--- src/rtl/lsu_pkg.sv ---
// Shared types for the load/store splitter: access sizes, FSM states
// and the size-to-byte-mask helper.
package lsu_pkg;

    typedef enum logic [2:0] {
        SZ_B  = 3'b000,
        SZ_H  = 3'b001,
        SZ_W  = 3'b010,
        SZ_BU = 3'b100,
        SZ_HU = 3'b101
    } size_e;

    typedef enum logic [2:0] {
        S_IDLE  = 3'd0,
        S_BEAT0 = 3'd1,
        S_WAIT0 = 3'd2,
        S_BEAT1 = 3'd3,
        S_WAIT1 = 3'd4,
        S_DONE  = 3'd5
    } state_e;

    function automatic logic [3:0] size_mask(size_e sz);
        case (sz)
            SZ_B, SZ_BU: return 4'b0001;
            SZ_H, SZ_HU: return 4'b0011;
            SZ_W:        return 4'b1111;
            default:     return 4'b0000;
        endcase
    endfunction

endpackage

--- src/rtl/lsu_align.sv ---
// Byte-lane alignment: enables and store shift over a two-word window,
// plus load extraction and sign/zero extension.
module lsu_align
    import lsu_pkg::*;
(
    input  size_e       size,
    input  logic [1:0]  off,
    input  logic [31:0] wdata,
    input  logic [31:0] rd0,
    input  logic [31:0] rd1,
    output logic [7:0]  bem,
    output logic [63:0] wd64,
    output logic [31:0] rdata
);

    logic [63:0] rd64;
    logic [31:0] r;

    always_comb begin
        bem   = {4'b0000, size_mask(size)} << off;
        wd64  = {32'h0, wdata} << {off, 3'b000};
        rd64  = {rd1, rd0} >> {off, 3'b000};
        r     = rd64[31:0];
        rdata = r;
        case (size)
            SZ_B:    rdata = {{24{r[7]}}, r[7:0]};
            SZ_H:    rdata = {{16{r[15]}}, r[15:0]};
            SZ_BU:   rdata = {24'h0, r[7:0]};
            SZ_HU:   rdata = {16'h0, r[15:0]};
            default: rdata = r;
        endcase
    end

endmodule

--- src/rtl/lsu_split.sv ---
// Load/store initiator: one or two aligned word beats per core access,
// with load reassembly and extension.
module lsu_split
    import lsu_pkg::*;
#(
    parameter int ALLOW_MISALIGNED = 1,
    parameter int AW               = 32
) (
    input  logic          clk,
    input  logic          reset,
    input  logic          req_valid,
    output logic          req_ready,
    input  logic          req_we,
    input  logic [2:0]    req_size,
    input  logic [AW-1:0] req_addr,
    input  logic [31:0]   req_wdata,
    output logic          resp_valid,
    output logic [31:0]   resp_rdata,
    output logic          resp_err,
    output logic          mem_valid,
    input  logic          mem_ready,
    output logic          mem_we,
    output logic [3:0]    mem_be,
    output logic [AW-1:0] mem_addr,
    output logic [31:0]   mem_wdata,
    input  logic [31:0]   mem_rdata
);

    state_e        state, nxt;
    logic          we_q, err_q;
    size_e         size_q;
    logic [AW-1:0] addr_q;
    logic [31:0]   wdata_q, rd0, rd1;

    logic          idle, accept, split, illegal;
    size_e         a_size;
    logic [1:0]    a_off;
    logic [31:0]   a_wdata, ext;
    logic [7:0]    bem;
    logic [63:0]   wd64;
    logic [AW-1:0] addr0, addr1;

    assign idle   = (state == S_IDLE);
    assign accept = req_valid & req_ready;

    // In IDLE the aligner decodes the incoming request; afterwards it
    // works from the registered copy, so one instance serves both.
    assign a_size  = idle ? size_e'(req_size) : size_q;
    assign a_off   = idle ? req_addr[1:0] : addr_q[1:0];
    assign a_wdata = idle ? req_wdata : wdata_q;

    lsu_align u_align (
        .size  (a_size),
        .off   (a_off),
        .wdata (a_wdata),
        .rd0   (rd0),
        .rd1   (rd1),
        .bem   (bem),
        .wd64  (wd64),
        .rdata (ext)
    );

    assign split   = |bem[7:4];
    assign illegal = (req_size == 3'b011)
                   | (req_size[2:1] == 2'b11)
                   | (req_we & req_size[2])
                   | (split & (ALLOW_MISALIGNED == 0));

    assign addr0 = {addr_q[AW-1:2], 2'b00};
    assign addr1 = addr0 + AW'(4);

    always_comb begin
        nxt = state;
        unique case (state)
            S_IDLE:  if (accept) nxt = illegal ? S_DONE : S_BEAT0;
            S_BEAT0: if (mem_ready)
                         nxt = !we_q ? S_WAIT0
                             : (split ? S_BEAT1 : S_DONE);
            S_WAIT0: nxt = split ? S_BEAT1 : S_DONE;
            S_BEAT1: if (mem_ready) nxt = we_q ? S_DONE : S_WAIT1;
            S_WAIT1: nxt = S_DONE;
            S_DONE:  nxt = S_IDLE;
            default: nxt = S_IDLE;
        endcase
    end

    always_ff @(posedge clk) begin
        if (reset) begin
            state   <= S_IDLE;
            we_q    <= 1'b0;
            err_q   <= 1'b0;
            size_q  <= SZ_B;
            addr_q  <= '0;
            wdata_q <= '0;
            rd0     <= '0;
            rd1     <= '0;
        end else begin
            state <= nxt;
            if (accept) begin
                we_q    <= req_we;
                err_q   <= illegal;
                size_q  <= size_e'(req_size);
                addr_q  <= req_addr;
                wdata_q <= req_wdata;
            end
            if (state == S_WAIT0) rd0 <= mem_rdata;
            if (state == S_WAIT1) rd1 <= mem_rdata;
        end
    end

    assign req_ready = idle & ~reset;

    always_comb begin
        mem_valid  = 1'b0;
        mem_we     = 1'b0;
        mem_be     = 4'b0000;
        mem_addr   = '0;
        mem_wdata  = '0;
        resp_valid = 1'b0;
        resp_err   = 1'b0;
        resp_rdata = '0;
        unique case (state)
            S_BEAT0: begin
                mem_valid = 1'b1;
                mem_we    = we_q;
                mem_be    = bem[3:0];
                mem_addr  = addr0;
                mem_wdata = wd64[31:0];
            end
            S_BEAT1: begin
                mem_valid = 1'b1;
                mem_we    = we_q;
                mem_be    = bem[7:4];
                mem_addr  = addr1;
                mem_wdata = wd64[63:32];
            end
            S_DONE: begin
                resp_valid = 1'b1;
                resp_err   = err_q;
                resp_rdata = (we_q | err_q) ? 32'h0 : ext;
            end
            default: ;
        endcase
    end

endmodule

--- config.mk ---
export PLATFORM = sky130hd
export DESIGN_NAME = lsu_split
export DESIGN_NICKNAME = d
export VERILOG_FILES = /design/src/rtl/lsu_pkg.sv /design/src/rtl/lsu_align.sv /design/src/rtl/lsu_split.sv
export SDC_FILE = /design/constraint.sdc
export NUM_CORES = 1
export LEC_CHECK = 0
export CAP_MARGIN = 40
export CORE_UTILIZATION = 46
export CTS_CLUSTER_DIAMETER = 40
export DETAILED_ROUTE_END_ITERATION = 16
export PLACE_DENSITY_LB_ADDON = 0.05
export SLEW_MARGIN = 40
export SYNTH_ARGS = -nofsm -noshare
export SYNTH_HDL_FRONTEND = slang
export SYNTH_HIERARCHICAL = 1
export SYNTH_SLANG_ARGS = --single-unit
--- constraint.sdc ---
create_clock -name clk -period 2.95 [get_ports clk]
set_input_delay 0.59 -clock clk [delete_from_list [all_inputs] [get_ports clk]]
set_output_delay 0.59 -clock clk [all_outputs]
set_load 0.01 [all_outputs]
* After elaboration in Yosys (flattened, before gate mapping) *
Index checks and enable logic that the tools add are counted.
Widths: inputs -> output; s select.

storage, ports and cells
  flip-flop bits (word level) = 136
  bits in latches = 0
  bits in writable memories = 0
  ROM bits = 0
  input bits = 104
  output and inout bits = 105
  memories kept = 0

cells by class
  add/sub/neg operators = 1
  $mul = 0
  div/mod/pow operators = 0
  magnitude comparators = 0
  equal/unequal tests = 14
  shifts and indexed selects = 3
  multiplexer cells = 22
  bitwise operators = 7
  reductions and logical operators = 7

operators with widths
  kind                   number
  $pmux 32 s2            2
  $pmux 32 s4            1
  $mux 32                3
  $shl 32x5->64          1
  $shr 64x5->32          1
  $add 32x3->32 const B  1
  $mux 3                 7
  $pmux 3 s5             1
  $eq 3x2->1 const B     4
  $eq 3x3->1 const B     4
  $pmux 4 s3             1
  $pmux 4 s2             1
  $shl 4x2->8            1
  $eq 3x1->1 const B     2
  $logic_not 3->1        2
  $reduce_or 2->1        3
  $mux 1                 5
  $ne 2x2->1 const B     2
  $reduce_or 4->1        1
  $and 1x1->1            3
  $or 1x1->1             3
  $reduce_and 3->1       1
  $eq 2x2->1 const B     1
  $mux 2                 1
  other kinds (2)        2

* Logic depth before layout (Yosys ltp) *
Gate-level depths: netlist of run 1.

  depth in word-level cells = 11
  depth in mapped cells = 14

* Modules after synthesis *
The synthesis of run 1 kept the hierarchy.

modules (own cells, without submodules)
  module     times used  cells an instance  area an instance (um^2)  seq. area each (um^2)
  lsu_split  1           995                7031.7                   2722.6
  lsu_align  1           251                1938.1                   0.0

* Worst setup path after synthesis of run 1 *
Ideal clock, no wire load.

  path kind = register to output
  start = register state[0]
  end = output port resp_rdata[31]
  arrival time = 2.388 ns
  required time = 2.360 ns
  path slack = -0.028 ns
  cell stages (with the launch flop) = 13
  path buffers = 4
  cell sequence = dfxtp_1 > clkbuf_1 > or3_1 > clkbuf_1 > nand2_1 > nand2_1 > buf_6 > mux2i_1 > mux2i_1 > o221ai_2 > buf_6 > nand2_1 > and2_1

on the way
  cells in the longest elaborated chain, start to end = 6

ends and longest elaborated chain
  what                      line              text
  start: declaration        lsu_split.sv:29   state_e state, nxt;
  start signal: assignment  lsu_split.sv:98   state <= nxt;
  $logic_not 3->1           lsu_split.sv:43   assign idle = (state == S_IDLE);
  $mux 2                    lsu_split.sv:49   assign a_off = idle ? req_addr[1:0] : addr_q[1:0];
  net a_off[0]              lsu_split.sv:37   logic [1:0] a_off;
  $shr 64x5->32             lsu_align.sv:22   rd64 = {rd1, rd0} >> {off, 3'b000};
  $pmux 32 s4               lsu_align.sv:25   case (size)
  net ext[31]               lsu_split.sv:38   logic [31:0] a_wdata, ext;
  $mux 32                   lsu_split.sv:140  resp_rdata = (we_q | err_q) ? 32'h0 : ext;
  $mux 32                   lsu_split.sv:122  unique case (state)
  end: declaration          lsu_split.sv:18   output logic [31:0] resp_rdata,

The timed path passes the listed nets, and every way through them passes these cells.

* Final worst setup path of run 1 *
  start = register state[0]
  end = output port mem_wdata[18]

on the way
  cells in the longest elaborated chain, start to end = 4

ends and longest elaborated chain
  what              line              text
  $logic_not 3->1   lsu_split.sv:43
  $mux 2            lsu_split.sv:49
  net a_off[0]      lsu_split.sv:37
  $shl 32x5->64     lsu_align.sv:21   wd64 = {32'h0, wdata} << {off, 3'b000};
  net wd64[18]      lsu_split.sv:40   logic [63:0] wd64;
  $pmux 32 s2       lsu_split.sv:122
  end: declaration  lsu_split.sv:25   output logic [31:0] mem_wdata,

The timed path passes the listed nets, and every way through them passes these cells.

==> metrics.cfg, run 1 <==
[global_route]
grt_pass1_wl_mm=46.29
grt_remaining_overflow=0
grt_max_degree=60
grt_usage_pct=29.73
grt_pass1_vias=8989
antenna_found_initial=0

[sta]
hold_violations=0
post-route-period-util_pct=108.3
slew-limit-headroom_pct=63.35
maxSlewViolCount=0
worst_pin_slew_ns=0.5497
rsz0062_at_grt=true
worst_slack_ns=-0.2457
fin_skew_ns=0.009424
min_period_ns=3.196
fmax_mhz=312.9
setup_viol=59

[setup_path]
max_stage_delay_ns=0.42
crit_required_ns=2.36
reg2reg_depth=14
cp-end-kind=primary output
slowest_stage=or3_4
critPathBufInv=4
cp.depth=12
crit_path_cell_trace=or3_4 > nand2_4 > nand2_8 > buf_6 > clkbuf_16 > nor2_4 > buf_12 > nand2_1 > o21ai_1 > mux2i_1 > nor2_1 > clkdlybuf4s15_2
critical_path.top_delay_family=simple AND/OR/NAND/NOR gates
path_class=flip-flop to primary output
startpoint_type=flip-flop
r2r_slack_ns=0.35
cp.arrival_ns=2.61
crit_path_max_fanout=12

[clock_network]
cts_tree=yes
clockBufferDepth=2
path_clk_slew_ns=0.06
cts_hold_buf=0
htree_levels=4
clk-insertion-delay-late_ns=0.42
root_buffer=clkbuf_16
numCtsBuffers=17
clock-sinks=128

[power]
max-vdd-ir-drop_mv=0.6791
finalPower_mw=12.39
power.density_nw_per_um2=967.5
p_sw_mw=5.346
power.share.switching_pct=43.14
seq_power_share_pct=19.5
share_comb_of_total_power_pct=63.1
power.leakage_nw=5.331
power.share.clock_pct=17.4
intPower_mw=7.048

[logic_synthesis]
syn-cell-area_sq_um=8710
syn_area_per_cell_sq_um=7.174
yosysWarnings=6
syn_inst=1214

[drt]
ant_nets=0
routed_wl_mm=29.55
dr_wl_met2_mm=13.65
drt-met1-wl_mm=13.30
num_vias=9549
wl_per_cell_um=17.27
remaining_drc_errors=0
drt_iter0_markers=773
top_layer=met4
viasPerCell=5.581
met3_length_mm=2.013
dr.pass1.iters=5

[flow_run]
drv_cap=0

[floorplanning]
die_area_sq_um=19490
start_util_pct=47.67
placementRows=49
die_w_um=139.6
core-area_sq_um=18270
io_pins=209
die_h_um=139.6

[min_path]
hold_depth=2
hold_class=flip-flop to flip-flop

[placement]
io_buffers=206
place.gp.congestion=0.9130
dp_hpwl_mm=19.48

[layout]
drive_gt1_share_pct=26.38
layout_commonest_cell=nand2_1
antennaDiodeCount=0
post-route-util_pct=70.12
synthToLayoutAreaGrowth_pct=47.09
nNetsFinal=1575
layout_common_cells=nand2_1, clkdlybuf4s50_1, dfxtp_1

[outcome]
status=complete, but fails checks
violations=negative setup slack

## routing by layer
| layer | global-route usage, % | up-vias |
|---|---|---|
| li1 | - | 4579 |
| met1 | 40.81 | 4526 |
| met2 | 46.89 | 398 |
| met3 | 6.228 | 46 |
| met4 | 8.791 | 0 |
| met5 | 0 | - |
## cell type report
class                   count  area, sq um
inverters                   7        26.28
flip-flops and latches    128         2580
multi-input cells         980         6178
fillers                  1506         5459
well taps                 229        286.5
clock buffers              18        439.2
repair buffers            336         3149
clock inverters            13        151.4
## worst register-to-register path, cell delays in order (launching register included)
cell	delay [ns]
dfxtp_2	0.33
or3_4	0.42
buf_6	0.15
nand2_2	0.08
nand2_4	0.08
buf_12	0.13
nand2_1	0.07
o21ai_2	0.07
a22o_1	0.19
buf_4	0.13
nor4_1	0.29
buf_4	0.18
o21ai_0	0.07
a21o_1	0.21
a21oi_1	0.11
## state kept, by name, summed over array words and instances, names as in the netlist
register,count
addr_q,32
rd0,32
wdata_q,32
rd1,24
size_q,3
state,3
err_q,1
we_q,1
## worst paths after layout
kind                                            start               endpoint
worst max-delay path            state[0]$_SDFFE_PP0P_          mem_wdata[18]
worst min-delay path             rd1[17]$_SDFFE_PP0P_   rd1[17]$_SDFFE_PP0P_
worst max register to register  state[0]$_SDFFE_PP0P_  state[2]$_SDFFE_PP0P_
worst min register to register   rd1[17]$_SDFFE_PP0P_   rd1[17]$_SDFFE_PP0P_
## power by group through the flow
stage                     logic (mW)  clock network, mW  registers, mW
after floorplan                 3.95                  0           2.34
after global placement          6.36                  0           2.40
after detailed placement        6.42                  0           2.41
after CTS                       7.11               2.18           2.40
after global routing            8.39               2.26           2.47
final                           7.82               2.15           2.42
## what timing repair did
item                                    CTS  global route
cloned                                    4             2
setup buffers                            17             7
pin swaps                                30            29
resized for setup                       313           172
endpoints found under the setup margin   91            90
## through the flow
step	std cells	setup slack (ns)	TNS (ns)	area [sq um]	hold slack [ns]
floorplan	1223	0.03056	0	8747	0.4332
global placement	1651	-0.4886	-28.19	11500	0.4419
detailed placement	1651	-0.4900	-28.53	11500	0.4485
CTS	1703	-0.3272	-15.55	12460	0.4549
global route	1711	-0.3341	-14.93	12810	0.4821
finish	1711	-0.2457	-8.433	12810	0.4541
No activity file was read; power rests on OpenSTA's default activity.
==> run 2: changes to the inputs <==
==> constraint.sdc (replaced) <==
create_clock -name clk -period 2.95 [get_ports clk]
set_input_delay 0.59 -clock clk [delete_from_list [all_inputs] [get_ports clk]]
set_output_delay 0.59 -clock clk [all_outputs]
set_load 0.005 [all_outputs]
==> metrics.cfg, run 2 (synthesized netlist as in run 1, its figures left out) <==
[outcome]
status=complete, but fails checks
violations=negative setup slack

[global_route]
grt_pass1_wl_mm=50.00  ; +8.0%
grt_remaining_overflow=0  ; unchanged
grt_pass1_vias=9724  ; +8.2%
antenna_found_initial=0  ; unchanged
grt_max_degree=79  ; +32%
grt_usage_pct=32.45  ; +2.7 points

[setup_path]
crit_path_cell_trace=or3_4 > nand2_4 > nand2_8 > buf_12 > buf_12 > buf_12 > buf_16 > mux2i_4 > buf_6 > mux2i_1 > mux2i_1 > nor2_1 > buf_2
startpoint_type=flip-flop
critPathBufInv=6  ; +2
path_class=flip-flop to primary output
cp-end-kind=primary output
cp.depth=13  ; +1
crit_required_ns=2.36  ; about the same
reg2reg_depth=17  ; +3
critical_path.top_delay_family=simple AND/OR/NAND/NOR gates
r2r_slack_ns=-0.09  ; -0.44 ns
slowest_stage=or3_4
crit_path_max_fanout=5  ; -7
cp.arrival_ns=2.80  ; +0.19 ns
path_common_cell=buf_12
max_stage_delay_ns=0.45  ; +0.03 ns

[clock_network]
path_clk_slew_ns=0.06  ; about the same
root_buffer=clkbuf_16
cts_tree=yes
clk-insertion-delay-late_ns=0.43  ; about the same
clockBufferDepth=2  ; unchanged
htree_levels=4  ; unchanged
numCtsBuffers=17  ; unchanged
clock-sinks=128  ; unchanged

[placement]
place.gp.congestion=0.8926  ; -2.2%
dpl_worst_slack_ns=-0.4678  ; +0.02227 ns
postPlaceCellArea_sq_um=11420  ; -0.70%
dp_hpwl_mm=19.54  ; +0.31%
io_buffers=206  ; unchanged

[flow_run]
drv_cap=0  ; unchanged

[floorplanning]
io_pins=209  ; unchanged
placementRows=49  ; unchanged
die_h_um=139.6  ; unchanged
die_area_sq_um=19490  ; unchanged
die_w_um=139.6  ; unchanged
core-area_sq_um=18270  ; unchanged
start_util_pct=47.67  ; unchanged

[sta]
min_period_ns=3.392  ; +0.1962 ns
slew-limit-headroom_pct=49.55  ; -14 points
post-route-period-util_pct=115.0  ; +6.7 points
fin_skew_ns=0.009895  ; +0.0004709 ns
setup_viol=70  ; +19%
maxSlewViolCount=0  ; unchanged
hold_violations=0  ; unchanged
worst_slack_ns=-0.4419  ; -0.1962 ns
fmax_mhz=294.8  ; -5.8%
tns_ns=-20.00  ; -11.57 ns
rsz0062_at_grt=true
worst_pin_slew_ns=0.7567  ; +0.2070 ns

[drt]
wl_per_cell_um=19.54  ; +13%
drt-met1-wl_mm=14.50  ; +9.0%
remaining_drc_errors=0  ; unchanged
top_layer=met4
dr_wl_met2_mm=16.00  ; +17%
routed_wl_mm=34.82  ; +18%
met3_length_mm=2.731  ; +36%
drt_iter0_markers=901  ; +17%
ant_nets=0  ; unchanged
num_vias=10269  ; +7.5%
dr.pass1.iters=5  ; unchanged
viasPerCell=5.763  ; +3.3%

[min_path]
hold_class=primary input to flip-flop
hold_depth=2  ; unchanged

[layout]
synthToLayoutAreaGrowth_pct=62.15
design_area_sq_um=14120  ; +10%
drive_gt1_share_pct=34.64  ; +8.3 points
antennaDiodeCount=0  ; unchanged
layout_common_cells=nand2_1, clkdlybuf4s50_1, dfxtp_1
nNetsFinal=1646  ; +4.5%
reg.largest.list=addr_q (32), rd0 (32), wdata_q (32)
layout_commonest_cell=nand2_1

[power]
max-vdd-ir-drop_mv=0.7890  ; +16%
finalPower_mw=14.92  ; +20%
power.leakage_nw=5.819  ; +9.2%
power.density_nw_per_um2=1057  ; +9.2%

==> run 2: cell count changes in the layout (fill, tap and decap cells not counted), sizes merged <==
cell | before | now
buf | 179 | 263
clkbuf | 37 | 28
dlymetal6s2s | 13 | 7
inv | 14 | 9
clkdlybuf4s15 | 4 | 0
dlygate4sd2 | 2 | 6
bufbuf | 0 | 2
bufinv | 2 | 4
clkinvlp | 1 | 3
nand2 | 367 | 368
==> run 2: timing repair <==
item | CTS | global route
endpoints found under the hold margin | 0 | 0
cloned | 11 | 0
endpoints found under the setup margin | 91 | 85
hold buffers | 0 | 0
pin swaps | 82 | 58
buffers inserted | 66 | 44
resized for setup | 521 | 169
==> run 2: worst paths after layout <==
| path | startpoint | endpoint |
|---|---|---|
| setup reg to reg | state[2]$_SDFFE_PP0P_ | state[2]$_SDFFE_PP0P_ |
| hold reg to reg | rd1[16]$_SDFFE_PP0P_ | rd1[16]$_SDFFE_PP0P_ |
| setup / recovery | state[2]$_SDFFE_PP0P_ | mem_wdata[25] |
| hold / removal | reset | state[0]$_SDFFE_PP0P_ |
==> run 2: area by class of cell <==
class | instances | area [sq um]
Fill cell | 1199 | 4148
Clock buffer | 19 | 442.9
Tap cell | 229 | 286.5
Inverter | 7 | 28.78
Timing Repair Buffer | 406 | 3939
Sequential cell | 128 | 2594
Clock inverter | 12 | 182.7
Multi-Input combinational cell | 981 | 6649
==> run 2: metal layers <==
layer | vias up | GRT usage [%]
met2 | 591 | 51.94
met1 | 4828 | 41.73
met3 | 143 | 7.192
met5 | - | 0
li1 | 4707 | -
met4 | 0 | 14.98
==> run 2: worst reg2reg max path: stages, from the launching register on <==
cell and delay (ns):
dfxtp_4 0.35, or3_4 0.45, nand2_4 0.13, nand2_8 0.09, buf_12 0.15, buf_4 0.15, buf_6 0.12, nand2_2 0.05
o21ai_2 0.07, a22o_1 0.21, buf_4 0.13, buf_4 0.12, buf_4 0.14, nor4_4 0.25, buf_4 0.16, o21ai_0 0.08
a21o_1 0.20, a21oi_1 0.11
==> run 2: power by group <==
part | switching [mW] | internal, mW | leakage (nW)
sequential | 0.340 | 2.12 | 1.05
combinational | 5.16 | 5.03 | 4.47
clock | 0.841 | 1.44 | 0.296
==> run 2: stage by stage <==
stage          std cells  util [%]  hold slack, ns
6_report            1782     77.30          0.4572
5_1_grt             1782     77.30          0.4511
4_1_cts             1749     73.12          0.4479
3_5_place_dp        1644     62.50          0.4497
3_3_place_gp        1644     62.50          0.4431
2_1_floorplan       1223         -          0.4332
